==> src/rtl/bep_pkg.sv <==
// Shared types and constants for the BEP frame sequencer and the serial_decode
// field layout (32+16+16+32+32+16+16+8+8+8+8 bits per frame).
package bep_pkg;

  typedef logic [1:0] bep_state_t;

  localparam bep_state_t ST_IDLE  = 2'd0;
  localparam bep_state_t ST_ARMED = 2'd1;
  localparam bep_state_t ST_SHIFT = 2'd2;
  localparam bep_state_t ST_CHECK = 2'd3;

  localparam int unsigned BEP_FRAME_BITS = 192;
  localparam int unsigned BEP_IDLE_BITS  = 16;
  localparam logic [31:0] BEP_PREAMBLE   = 32'hAAAA_AAAA;
  localparam logic [23:0] BEP_TAIL       = 24'h00_00_00;

  localparam int unsigned BEP_PREAMBLE_W = 32;
  localparam int unsigned BEP_WORD_W     = 16;
  localparam int unsigned BEP_DWORD_W    = 32;
  localparam int unsigned BEP_BYTE_W     = 8;
  localparam int unsigned BEP_TAIL_W     = 3 * BEP_BYTE_W;
  localparam int unsigned BEP_COUNT_W    = 8;

endpackage

==> src/rtl/bep_frame_sequencer_if.sv <==
// Line, decoder-field and status signals of the BEP frame sequencer.
// master = host/line side driving the inputs, slave = the sequencer.
interface bep_frame_sequencer_if;
  import bep_pkg::*;

  logic                      enable;
  logic                      serial_data;
  logic [BEP_PREAMBLE_W-1:0] preamble_in;
  logic [BEP_TAIL_W-1:0]     tail_in;
  logic                      shift_en;
  logic                      decoder_clear;
  logic                      frame_done;
  logic                      frame_error;
  logic                      busy;
  logic [BEP_COUNT_W-1:0]    frame_count;
  logic [BEP_COUNT_W-1:0]    error_count;

  modport master (
    output enable, serial_data, preamble_in, tail_in,
    input  shift_en, decoder_clear, frame_done, frame_error, busy,
           frame_count, error_count
  );

  modport slave (
    input  enable, serial_data, preamble_in, tail_in,
    output shift_en, decoder_clear, frame_done, frame_error, busy,
           frame_count, error_count
  );

endinterface

==> src/rtl/bep_idle_gap_detector.sv <==
// Consecutive-ones counter on the serial line; gap_seen marks the cycle that
// completes a run of IDLE_BITS ones. Used for both gap search and truncation.
module bep_idle_gap_detector #(
  parameter int unsigned IDLE_BITS = 16
) (
  input  logic clk,
  input  logic rst,
  input  logic clear,
  input  logic bit_in,
  output logic gap_seen
);

  localparam logic [7:0] LAST_ONE = 8'(IDLE_BITS - 1);

  logic [7:0] cnt_q, cnt_d;

  always_comb begin
    gap_seen = bit_in && (cnt_q == LAST_ONE);
    cnt_d    = cnt_q;
    if (clear || !bit_in) begin
      cnt_d = '0;
    end else if (!gap_seen) begin
      // holds at the terminal value while the line stays high
      cnt_d = cnt_q + 8'd1;
    end
  end

  always_ff @(posedge clk or posedge rst) begin
    if (rst) cnt_q <= '0;
    else     cnt_q <= cnt_d;
  end

endmodule

==> src/rtl/bep_frame_sequencer.sv <==
// BEP frame sequencer: gates decoder shifting for one frame and validates it.
// Build option: define BEP_TAIL_CHECK_EN to also require tail_in == TAIL.
//   state | meaning
//   IDLE  | counting line ones to find an inter-frame gap
//   ARMED | gap seen, waiting for the start bit
//   SHIFT | shifting frame bits into the decoder
//   CHECK | one cycle to validate the captured fields
module bep_frame_sequencer
  import bep_pkg::*;
#(
  parameter int unsigned FRAME_BITS = BEP_FRAME_BITS,
  parameter int unsigned IDLE_BITS  = BEP_IDLE_BITS,
  parameter logic [31:0] PREAMBLE   = BEP_PREAMBLE
`ifdef BEP_TAIL_CHECK_EN
  , parameter logic [23:0] TAIL     = BEP_TAIL
`endif
) (
  input logic                  serial_clock,
  input logic                  reset,
  bep_frame_sequencer_if.slave bus
);

  localparam logic [7:0] LAST_BIT = 8'(FRAME_BITS - 1);

  bep_state_t state_q, state_d;
  logic [7:0] bit_count_q, bit_count_d;
  logic [7:0] frame_count_q, frame_count_d;
  logic [7:0] error_count_q, error_count_d;
  logic       decoder_clear_q, decoder_clear_d;
  logic       gap_seen, gap_clear, fields_ok;
  logic       shift_en, frame_done, frame_error;

`ifdef BEP_TAIL_CHECK_EN
  assign fields_ok = (bus.preamble_in == PREAMBLE) && (bus.tail_in == TAIL);
`else
  assign fields_ok = (bus.preamble_in == PREAMBLE);
`endif

  // The ones counter restarts after every frame and whenever the block is off.
  assign gap_clear = !bus.enable || (state_q == ST_CHECK);

  bep_idle_gap_detector #(.IDLE_BITS(IDLE_BITS)) u_gap (
    .clk      (serial_clock),
    .rst      (reset),
    .clear    (gap_clear),
    .bit_in   (bus.serial_data),
    .gap_seen (gap_seen)
  );

  always_comb begin
    state_d         = state_q;
    bit_count_d     = bit_count_q;
    frame_count_d   = frame_count_q;
    error_count_d   = error_count_q;
    decoder_clear_d = 1'b0;
    shift_en        = 1'b0;
    frame_done      = 1'b0;
    frame_error     = 1'b0;
    if (!bus.enable) begin
      state_d     = ST_IDLE;
      bit_count_d = '0;
    end else begin
      case (state_q)
        ST_IDLE: begin
          if (gap_seen) begin
            state_d         = ST_ARMED;
            decoder_clear_d = 1'b1;
          end
        end
        ST_ARMED: begin
          if (!bus.serial_data) begin
            shift_en    = 1'b1;
            state_d     = ST_SHIFT;
            bit_count_d = 8'd1;
          end
        end
        ST_SHIFT: begin
          shift_en = 1'b1;
          // a truncation on the final bit wins over entering CHECK
          if (gap_seen) begin
            frame_error     = 1'b1;
            state_d         = ST_ARMED;
            bit_count_d     = '0;
            decoder_clear_d = 1'b1;
          end else if (bit_count_q == LAST_BIT) begin
            state_d     = ST_CHECK;
            bit_count_d = '0;
          end else begin
            bit_count_d = bit_count_q + 8'd1;
          end
        end
        default: begin
          state_d = ST_IDLE;
          if (fields_ok) begin
            frame_done    = 1'b1;
            frame_count_d = frame_count_q + 8'd1;
          end else begin
            frame_error = 1'b1;
          end
        end
      endcase
    end
    if (frame_error && (error_count_q != 8'hFF)) error_count_d = error_count_q + 8'd1;
  end

  always_ff @(posedge serial_clock or posedge reset) begin
    if (reset) begin
      state_q         <= ST_IDLE;
      bit_count_q     <= '0;
      frame_count_q   <= '0;
      error_count_q   <= '0;
      decoder_clear_q <= 1'b0;
    end else begin
      state_q         <= state_d;
      bit_count_q     <= bit_count_d;
      frame_count_q   <= frame_count_d;
      error_count_q   <= error_count_d;
      decoder_clear_q <= decoder_clear_d;
    end
  end

  assign bus.shift_en      = shift_en;
  assign bus.decoder_clear = decoder_clear_q;
  assign bus.frame_done    = frame_done;
  assign bus.frame_error   = frame_error;
  assign bus.busy          = (state_q == ST_SHIFT) || (state_q == ST_CHECK);
  assign bus.frame_count   = frame_count_q;
  assign bus.error_count   = error_count_q;

endmodule
==> src/flat_wrapper.sv <==
// flat-port wrapper written by rule: the top's interface ports become plain ports
module bep_frame_sequencer_flat import bep_pkg::*;
#(
  parameter int unsigned FRAME_BITS = BEP_FRAME_BITS,
  parameter int unsigned IDLE_BITS  = BEP_IDLE_BITS,
  parameter logic [31:0] PREAMBLE   = BEP_PREAMBLE

)
  (serial_clock, reset, bus_enable, bus_serial_data, bus_preamble_in, bus_tail_in, bus_shift_en, bus_decoder_clear, bus_frame_done, bus_frame_error, bus_busy, bus_frame_count, bus_error_count);
  bep_frame_sequencer_if bus_i ();
  input logic serial_clock;
  input logic reset;
  input wire logic [$bits(bus_i.enable)-1:0] bus_enable;
  input wire logic [$bits(bus_i.serial_data)-1:0] bus_serial_data;
  input wire logic [$bits(bus_i.preamble_in)-1:0] bus_preamble_in;
  input wire logic [$bits(bus_i.tail_in)-1:0] bus_tail_in;
  output wire logic [$bits(bus_i.shift_en)-1:0] bus_shift_en;
  output wire logic [$bits(bus_i.decoder_clear)-1:0] bus_decoder_clear;
  output wire logic [$bits(bus_i.frame_done)-1:0] bus_frame_done;
  output wire logic [$bits(bus_i.frame_error)-1:0] bus_frame_error;
  output wire logic [$bits(bus_i.busy)-1:0] bus_busy;
  output wire logic [$bits(bus_i.frame_count)-1:0] bus_frame_count;
  output wire logic [$bits(bus_i.error_count)-1:0] bus_error_count;
  assign bus_i.enable = bus_enable;
  assign bus_i.serial_data = bus_serial_data;
  assign bus_i.preamble_in = bus_preamble_in;
  assign bus_i.tail_in = bus_tail_in;
  assign bus_shift_en = bus_i.shift_en;
  assign bus_decoder_clear = bus_i.decoder_clear;
  assign bus_frame_done = bus_i.frame_done;
  assign bus_frame_error = bus_i.frame_error;
  assign bus_busy = bus_i.busy;
  assign bus_frame_count = bus_i.frame_count;
  assign bus_error_count = bus_i.error_count;
  bep_frame_sequencer #(.FRAME_BITS(FRAME_BITS), .IDLE_BITS(IDLE_BITS), .PREAMBLE(PREAMBLE)) u_core (.serial_clock(serial_clock), .reset(reset), .bus(bus_i));
endmodule
==> config.mk <==
export PLATFORM = sky130hd
export DESIGN_NAME = bep_frame_sequencer_flat
export DESIGN_NICKNAME = d
export VERILOG_FILES = /design/src/rtl/bep_pkg.sv /design/src/rtl/bep_frame_sequencer_if.sv /design/src/rtl/bep_idle_gap_detector.sv /design/src/rtl/bep_frame_sequencer.sv /design/src/flat_wrapper.sv
export SDC_FILE = /design/constraint.sdc
export NUM_CORES = 1
export LEC_CHECK = 0
export BUFFER_PORTS_ARGS = -buffer_cell sky130_fd_sc_hd__buf_2
export CAP_MARGIN = 20
export CORE_AREA = 4 4 75 77
export DETAILED_ROUTE_END_ITERATION = 10
export DIE_AREA = 0 0 79 81
export PLACE_DENSITY = 0.77
export SLEW_MARGIN = 20
export SYNTH_ARGS = -nofsm -noshare
export SYNTH_HDL_FRONTEND = slang
export SYNTH_SLANG_ARGS = --single-unit
export TNS_END_PERCENT = 50
==> constraint.sdc <==
create_clock -name serial_clock -period 2 [get_ports serial_clock]
set_clock_uncertainty 0.05 [all_clocks]
set_input_delay 0.2 -clock serial_clock [delete_from_list [all_inputs] [get_ports serial_clock]]
set_output_delay 0.2 -clock serial_clock [all_outputs]
set_load 0.005 [all_outputs]
## Yosys cells after proc, flatten, opt, wreduce, memory -nomap -nowiden

Cells that the tools add are included.

- Flip-flop bits (word level): 35
- Output and inout bits: 21
- Logic and storage cells: 62

- Multiplexer cells: 25
- Equality and inequality tests: 12
- $add $sub $neg: 4
- Bitwise logic cells: 1
- Reductions and logical operators: 14

Operators by type and width:

| operator | number |
|---|---|
| 8-bit two-way mux | 6 |
| 8-bit by 1-bit adder with 8-bit output, second input constant | 4 |
| 32-bit equality test, second input constant | 1 |
| 8-bit case mux with 2 select lines | 1 |
| 1-bit two-way mux | 10 |
| 2-bit two-way mux | 5 |
| 8-bit by 4-bit equality test with 1-bit output, second input constant | 1 |
| 8-bit equality test, second input constant | 1 |
| 8-bit != test, second input constant | 1 |
| 2-bit case mux with 3 select lines | 1 |
| 3-bit AND reduction | 2 |
| 2-bit equality test, second input constant | 2 |
| 4-bit by 2-bit != test with 1-bit output, second input constant | 1 |
| 1-bit case mux with 2 select lines | 2 |
| 2-bit OR reduction | 2 |
| 1-bit logical OR | 3 |
| 3-bit by 1-bit != test with 1-bit output, second input constant | 1 |
| 3-bit by 2-bit != test with 1-bit output, second input constant | 1 |
| 3-bit != test, second input constant | 1 |
| 3-bit OR reduction | 1 |
| 2-bit by 1-bit equality test with 1-bit output, second input constant | 1 |
| 1-bit logical AND | 2 |
| 1-bit logical NOT | 2 |
| 2-bit logical NOT | 1 |
| 3 further kinds | 3 |

## Longest topological paths before layout

Gate-level depths: netlist (run 1).

- Word-level depth: 6
- Gate-level depth with buffers: 8
- Depth with buffers taken out: 7

## Cells and area by module

Synthesis (run 1) repeated with hierarchy kept, for this count alone.

- Cell total of the unflattened synthesis: 198
- Area, all modules: 2005.7 um^2

Modules (own cells, without submodules):

| module | cells each | area each (um^2) | seq. area each (um^2) | instances |
|---|---|---|---|---|
| bep_frame_sequencer | 153 | 1571.5 | 675.6 | 1 |
| bep_idle_gap_detector | 45 | 434.2 | 200.2 | 1 |

## Worst setup path before layout (run 1)

OpenSTA, ideal clock, no wires.

- Path type: reg2reg
- Start point: register u_core.state_q[0]
- End point: register u_core.error_count_q[1], in the netlist u_core.bus.error_count[1]
- Setup slack: -0.029 ns
- Required time: 1.825 ns
- Arrival time: 1.854 ns
- Buffers on the path: 1
- Cell stages (with the launch flop): 8
- Period minus slack after synthesis: 2.029 ns
- Cells stage by stage: dfrtp_1 > ha_1 > and4b_1 > nand4_1 > or4_1 > buf_2 > nand2_1 > mux2_2

- Longest elaborated chain between the ends: 5

Ends and longest elaborated chain:

| item | line | text |
|---|---|---|
| from (decl) | bep_frame_sequencer.sv:25 | `bep_state_t state_q, state_d;` |
| from (signal assigned) | bep_frame_sequencer.sv:114 | `state_q <= state_d;` |
| 2-bit by 1-bit equality test with 1-bit output / 2-bit logical NOT (equally long branches) | bep_frame_sequencer.sv:63 | `case (state_q)` |
| 2-bit OR reduction (no source line) | n/a |  |
| 1-bit case mux with 2 select lines * | bep_frame_sequencer.sv:63 |  |
| 1-bit two-way mux * | bep_frame_sequencer.sv:59 | `if (!bus.enable) begin` |
| 1-bit logical AND * | bep_frame_sequencer.sv:103 | `if (frame_error && (error_count_q != 8'hFF)) error_count_d = error_count_q + 8'd1;` |
| to (signal assigned) | bep_frame_sequencer.sv:117 | `error_count_q <= error_count_d;` |
| to (decl) | bep_frame_sequencer.sv:28 | `logic [7:0] error_count_q, error_count_d;` |

Mark *: on every way between the ends. The rest lies on a longest branch, timed or not.
A chain may end at the register's enable or synchronous reset.

## Worst setup path in the final report (run 1)

- Start point: register u_core.u_gap.cnt_q[5]
- End point: output port bus_frame_error

- Longest elaborated chain between the ends: 5

Ends and longest elaborated chain:

| item | line | text |
|---|---|---|
| from (decl) | bep_idle_gap_detector.sv:15 | `logic [7:0] cnt_q, cnt_d;` |
| from (signal assigned) | bep_idle_gap_detector.sv:30 | `else cnt_q <= cnt_d;` |
| 8-bit by 4-bit equality test with 1-bit output | bep_idle_gap_detector.sv:18 | `gap_seen = bit_in && (cnt_q == LAST_ONE);` |
| 1-bit logical AND | bep_idle_gap_detector.sv:18 |  |
| 1-bit two-way mux | bep_frame_sequencer.sv:80 | `if (gap_seen) begin` |
| 1-bit case mux with 2 select lines | bep_frame_sequencer.sv:63 |  |
| 1-bit two-way mux | bep_frame_sequencer.sv:59 |  |
| to (decl) | flat_wrapper.sv:20 | `output wire logic [$bits(bus_i.frame_error)-1:0] bus_frame_error;` |

No other way between the ends.

==> run_results.csv, run 1 <==
group,metric,value,unit
worst_setup_path,crit_path_top_delay_cell,"dfrtp_2",
worst_setup_path,path_cells,"nor4b_4 > a31oi_2 > buf_4 > nor3b_1 > buf_2",
status,violations,"setup timing",
timing,setup_ws,-0.126,ns
pwr,p_clk_frac,0.317,
routing,firstDrtPassIters,4,
cts,clockBufferDepth,2,
cts,numCtsBuffers,5,
layout,final_util,0.603,
timing,rsz0062_at_grt,"yes",
pwr,power_leakage,1.48,nW
logic_synthesis,ys.flop_type,"dfrtp_1",
worst_setup_path,crit_path_max_incr_delay,0.44,ns
floorplanning,die_h,81,µm
pwr,comb_power_share,0.278,
min_path,hold_path_class,"in2reg",
global_route,grt.total_usage,0.172,
layout,finalNonFillerCells,385,
routing,vias,2017,
logic_synthesis,synth_edf_count,0,
placement,place_inst,369,
logic_synthesis,synthesis.area,2140,µm²
timing,holdWs,0.346,ns
pwr,p_sw_frac,0.297,
placement,hpwl,3990,µm
worst_setup_path,arrival,1.88,ns
cts,clock-sinks,35,
routing,avgRoutedWirePerCell,14.1,µm
worst_setup_path,crit_type,"reg2out",
global_route,grt_max_degree,36,
routing,routed_wirelength,5420,µm
logic_synthesis,synth_cell_types,48,
worst_setup_path,reg2reg_depth,8,
timing,tightest_slew,0.450,ns
logic_synthesis,ys_seq_area_frac,0.409,
placement,io_buffers,56,
logic_synthesis,syn_inst,219,
logic_synthesis,yosys_warnings,0,
pwr,total_power,0.00202,W
logic_synthesis,postSynthNetCount,288,
global_route,overflow,0,
routing,vias_per_cell,5.24,
timing,hold_viol,0,
cts,cts_tree,"built",
global_route,antenna_found_initial,0,
floorplanning,die_x,79,µm
pwr,p_int,0.00142,W
cts,path_clk_slew,0.07,ns
routing,ant_nets,0,
logic_synthesis,synth-async-reset-ratio,1.00,
layout,syn2layout_area_growth,41.1,%
pwr,p_per_area,667,nW/µm²
timing,max_freq,470,MHz
cts,h-tree-depth,2,
floorplanning,rows,26,
layout,drive_above_1_share,0.429,
pwr,p_sw,0.000599,W
floorplanning,die-area,6400,µm²
timing,slew_headroom,0.700,
status,status,"finished with violations",
layout,num_antenna_cells,0,
worst_setup_path,path_max_fanout,3,
worst_setup_path,required,1.75,ns
routing,drc,0,
worst_setup_path,cp-end-kind,"primary output",
min_path,hold_depth,3,
logic_synthesis,ys_ff_latch,35,
placement,gp_congestion,0.815,
flow_run,drv_cap,0,
timing,timing.final.crit_share,1.06,
global_route,grt_pass1_vias,1971,
floorplanning,initial_utilization,0.428,
timing,slew_violations,0,
floorplanning,core,5010,µm²
logic_synthesis,syn-mean-instance-area,9.78,µm²
timing,layout_min_cycle_time,2.13,ns
worst_setup_path,worstSetupStartpointType,"flip-flop",
layout,nets,383,
pwr,pwr-share-seq,0.405,
cts,cts-root-buf,"clkbuf_8",
global_route,grt_pass1_wl,8730,µm
cts,worstSkewPairLatency,0.30,ns
pwr,vdd.ir_drop.worst,0.339,mV
placement,post-place-ws,-0.0468,ns
timing,finalSetupViolCount,2,
routing,drt_iter0_markers,151,
floorplanning,io_pins,81,
cells in the mapped netlist (all sizes together), types with 4 or more instances:
| cell | instances | area share |
|---|---|---|
| nor4b | 4 | 0.033 |
| and3 | 7 | 0.020 |
| o21ai | 16 | 0.037 |
| xor2 | 7 | 0.029 |
| nor2 | 16 | 0.028 |
| nand2 | 16 | 0.028 |
| dfrtp | 35 | 0.41 |
| and4bb | 4 | 0.023 |
| a21oi | 9 | 0.021 |
| xnor2 | 9 | 0.037 |
| nand3 | 15 | 0.035 |
| inv | 7 | 0.012 |
| nand4 | 6 | 0.018 |
| nor3 | 13 | 0.033 |
| ha | 9 | 0.053 |
layer usage:
layer,up-vias,global-route usage,wire [µm]
li1,996,-,-
met1,953,0.205,2340
met2,65,0.306,2740
met3,3,0.0366,294
met4,0,0.0601,44
met5,-,0,0
critical path, delay by kind of cell, from the launching register on:
family,cells,cell delay [ns]
compound gates,1,0.20
buf+inv,2,0.35
flops,1,0.44
simple gates,2,0.60
registers in the layout (all words and copies together), names as in the netlist:
register / count
u_core.bit_count_q: 8
u_core.bus.error_count: 8
u_core.bus.frame_count: 8
u_core.u_gap.cnt_q: 8
u_core.state_q: 2
u_core.bus.decoder_clear: 1
final timing paths:
check / slack (ns) / start / to
hold reg to reg: 0.41 / u_core.bus.frame_count[7]$_DFFE_PP0P_ / u_core.bus.frame_count[7]$_DFFE_PP0P_
min in group asynchronous: 0.48 / reset / u_core.bit_count_q[5]$_DFFE_PP0P_
hold / removal: 0.35 / bus_serial_data / u_core.u_gap.cnt_q[3]$_DFFE_PP0P_
max in group asynchronous: 1.07 / reset / u_core.u_gap.cnt_q[5]$_DFFE_PP0P_
setup / recovery: -0.13 / u_core.u_gap.cnt_q[5]$_DFFE_PP0P_ / bus_frame_error
setup reg to reg: 0.01 / u_core.state_q[0]$_DFFE_PP0P_ / u_core.bus.frame_count[7]$_DFFE_PP0P_
cell usage in the layout, fill, tap and decap left out, types with 3 or more instances in the layout:
cell / instances
nand3_1: 12
nand4bb_1: 3
clkbuf_8: 5
xor2_1: 7
dfrtp_1: 34
a21oi_1: 8
buf_4: 32
ha_1: 7
inv_1: 5
nand4_1: 6
nand4b_1: 3
nand2b_1: 3
xnor2_1: 9
o21ai_0: 14
nor2_1: 14
and3_1: 6
nor3_1: 8
buf_2: 56
nand2_1: 15
nand3_2: 3
nor3_2: 4
power groups by stage:
stage	registers [W]	clock network, W	logic, W
floorplan	0.000836	0	0.000262
global placement	0.000826	0	0.000494
detailed placement	0.000829	0	0.000510
CTS	0.000815	0.000650	0.000526
global route	0.000827	0.000676	0.000629
finish	0.000817	0.000639	0.000559
stage by stage:
stage,cell area (µm²),setup TNS (ns)
detailed placement,2700,-0.181
CTS,2880,-0.654
global placement,2700,-0.0249
global route,3020,-0.948
floorplan,2150,-0.0169
finish,3020,-0.221
repair_timing:
action	4_1_cts	5_1_grt
hold endpoints to repair	35	0
setup endpoints to repair	11	27
buffers inserted	3	4
cloned	0	1
pin swaps	7	14
resized for setup	8	26
hold buffers	1	0
cells by family (layout without fill, tap and decap cells):
family | count (synthesis) | in the layout | share of synthesized area
compound gates | 35 | 35 | 0.105
xor+xnor | 16 | 16 | 0.0654
fa+ha+maj | 9 | 9 | 0.0526
buf+inv | 12 | 108 | 0.0257
flops | 35 | 35 | 0.409
mux | 3 | 3 | 0.0152
simple gates | 109 | 109 | 0.327
layout make-up:
class,count,area [µm²]
clock inverter,3,43.8
multi-input combinational,172,1330
fill,424,1990
sequential,35,877
timing repair buffer,93,593
tap,70,87.6
clock buffer,5,68.8
inverter,7,26.3
Power figures use the tool's default switching activity.
==> run 2: changes to the inputs <==
- CORE_AREA: 4 4 75 77 -> 4 4 72 74
- DIE_AREA: 0 0 79 81 -> 0 0 76 78
- PLACE_DENSITY: 0.77 -> 0.8
- clock period: 2 -> 2.1 ns (I/O delays scaled with it)
==> run 2 against run 1 <==
  * The flow still finishes with violations (setup timing)
  * Via count decreased by 3.1%
  * Non-clock buffer count decreased by 17
  * Sequential share of layout area increased by 2.7 points
  * Critical endpoint is now bus_frame_done
  * Largest cell class unchanged
==> run_results.csv, run 2 (synthesized netlist as in run 1, its figures left out) <==
group,metric,value,unit
global_route,grt.total_usage,0.173,
floorplanning,core,4600,µm²
pwr,vdd.ir_drop.worst,0.310,mV
status,status,"finished with violations",
pwr,total_power,0.00174,W
layout,nets,366,
layout,finalNonFillerCells,352,
floorplanning,die_h,78,µm
worst_setup_path,worstReg2RegEnd,"u_core.bus.error_count[1]$_DFFE_PP0P_",
cts,numCtsBuffers,5,
routing,drc,0,
pwr,p_per_area,629,nW/µm²
worst_setup_path,r2r_setup_slack,0.11,ns
layout,syn2layout_area_growth,28.9,%
min_path,min_to,"u_core.bit_count_q[0]$_DFFE_PP0P_",
layout,layout_commonest_cell,"buf_2",
layout,final_cell_mix,"55 x buf_2, 35 x dfrtp_1, 17 x buf_4",
floorplanning,die_x,76,µm
timing,tightest_slew,0.438,ns
timing,slew_headroom,0.708,
routing,drt-met1-wl,2050,µm
routing,vias_per_cell,5.55,
layout,drive_above_1_share,0.359,
layout,regArea,876,µm²
floorplanning,initial_utilization,0.466,
min_path,hold_start,"bus_enable",
placement,place_inst,342,
routing,ant_nets,0,
worst_setup_path,crit_type,"reg2out",
worst_setup_path,path_max_fanout,3,
cts,h-tree-depth,2,
cts,worstSkewPairLatency,0.29,ns
global_route,antenna_found_initial,0,
floorplanning,rows,25,
layout,num_antenna_cells,0,
flow_run,drv_cap,0,
timing,rsz0062_at_grt,"yes",
cts,clockBufferDepth,2,
timing,finalSetupViolCount,2,
routing,route.met2.wl,2490,µm
global_route,overflow,0,
cts,path_clk_slew,0.07,ns
timing,hold_viol,0,
global_route,grt_pass1_wl,8380,µm
cts,cts_tree,"built",
timing,setup_ws,-0.0404,ns
timing,layout_min_cycle_time,2.14,ns
routing,routed_wirelength,4900,µm
worst_setup_path,crit-reg2reg-launch,"u_core.state_q[1]$_DFFE_PP0P_",
placement,io_buffers,56,
timing,max_freq,467,MHz
floorplanning,die-area,5930,µm²
timing,slew_violations,0,
routing,firstDrtPassIters,4,
floorplanning,io_pins,81,
min_path,hold_path_class,"in2reg",
worst_setup_path,reg2reg_depth,7,
layout,n_fill_cell,398,
global_route,grt_pass1_vias,1910,
routing,drt_iter0_markers,52,
worst_setup_path,arrival,1.88,ns
routing,avgRoutedWirePerCell,13.9,µm
placement,gp_congestion,0.801,
pwr,power_leakage,1.34,nW
global_route,grt_max_degree,36,
layout,multi_input_area,1260,µm²
worst_setup_path,cp-end-kind,"primary output",
min_path,hold_depth,3,
worst_setup_path,required,1.84,ns
timing,timing.final.crit_share,1.02,
cts,clock-sinks,35,
routing,vias,1955,
routing,top_layer,"met4",
status,violations,"setup timing",
routing,route.met3.wl,308,µm
layout,final_util,0.601,
placement,hpwl,3700,µm
cts,cts-root-buf,"clkbuf_8",
worst_setup_path,worstSetupStartpointType,"flip-flop",
-- run 2: cell count changes in the layout (fill, tap and decap cells not counted), sizes merged --
| cell | delta |
|---|---|
| buf | -16 |
| bufinv | -1 |
| clkbuf | -1 |
| clkinv | -1 |
| clkinvlp | +2 |
-- run 2: through the flow --
| step | setup TNS, ns | setup WS, ns | area (µm²) | hold slack [ns] |
|---|---|---|---|---|
| 2_1_floorplan | 0 | 0.0710 | 2140 | 0.314 |
| 5_1_grt | -0.291 | -0.170 | 2760 | 0.304 |
| 6_report | -0.0557 | -0.0404 | 2760 | 0.281 |
| 4_1_cts | -0.140 | -0.0722 | 2730 | 0.273 |
| 3_5_place_dp | 0 | 0.0188 | 2600 | 0.278 |
| 3_3_place_gp | 0 | 0.0438 | 2600 | 0.279 |
-- run 2: final cells by class --
class | count | share of cell area
Clock buffer | 5 | 0.0249
Inverter | 7 | 0.00952
Timing Repair Buffer | 76 | 0.162
Clock inverter | 3 | 0.00725
Sequential cell | 35 | 0.317
Multi-Input combinational cell | 172 | 0.455
Tap cell | 54 | 0.0245
-- run 2: what timing repair did --
item,4_1_cts,5_1_grt
setup buffers,2,0
setup endpoints to repair,2,18
pin swaps,4,4
hold endpoints to repair,35,0
resized for setup,4,14
hold buffers,1,0
-- run 2: worst max-delay path by stage --
| stage | startpoint | depth (start not counted) | slack (ns) | endpoint |
|---|---|---|---|---|
| final | u_core.state_q[1]$_DFFE_PP0P_ | 8 | -0.04 | bus_frame_done |
| after global routing | u_core.state_q[1]$_DFFE_PP0P_ | 8 | -0.17 | bus_frame_done |
| after CTS | u_core.state_q[0]$_DFFE_PP0P_ | 7 | -0.07 | bus_frame_error |
| after detailed placement | u_core.state_q[0]$_DFFE_PP0P_ | 7 | 0.02 | u_core.bus.error_count[1]$_DFFE_PP0P_ |
| after global placement | u_core.state_q[0]$_DFFE_PP0P_ | 7 | 0.04 | u_core.bus.error_count[1]$_DFFE_PP0P_ |
| after floorplan | u_core.state_q[0]$_DFFE_PP0P_ | 7 | 0.07 | u_core.bus.error_count[1]$_DFFE_PP0P_ |
-- run 2: critical path: stages (launching register included) --
cell      delay, ns
dfrtp_1        0.35
ha_2           0.20
buf_6          0.10
nand4b_1       0.12
nor4_2         0.18
nand4_1        0.21
or2_4          0.30
inv_2          0.06
buf_6          0.08
-- run 2: metal layers --
layer,vias to the layer above,global-route usage
met1,932,0.205
li1,958,-
met2,61,0.296
met5,-,0
met3,4,0.0499
met4,0,0.0641
-- run 2: where the power goes --
group / leakage (nW) / internal, W / total (W) / switching, W
logic: 0.820 / 0.000235 / 0.000469 / 0.000235
clock network: 0.0402 / 0.000231 / 0.000490 / 0.000259
registers: 0.481 / 0.000726 / 0.000777 / 0.0000512
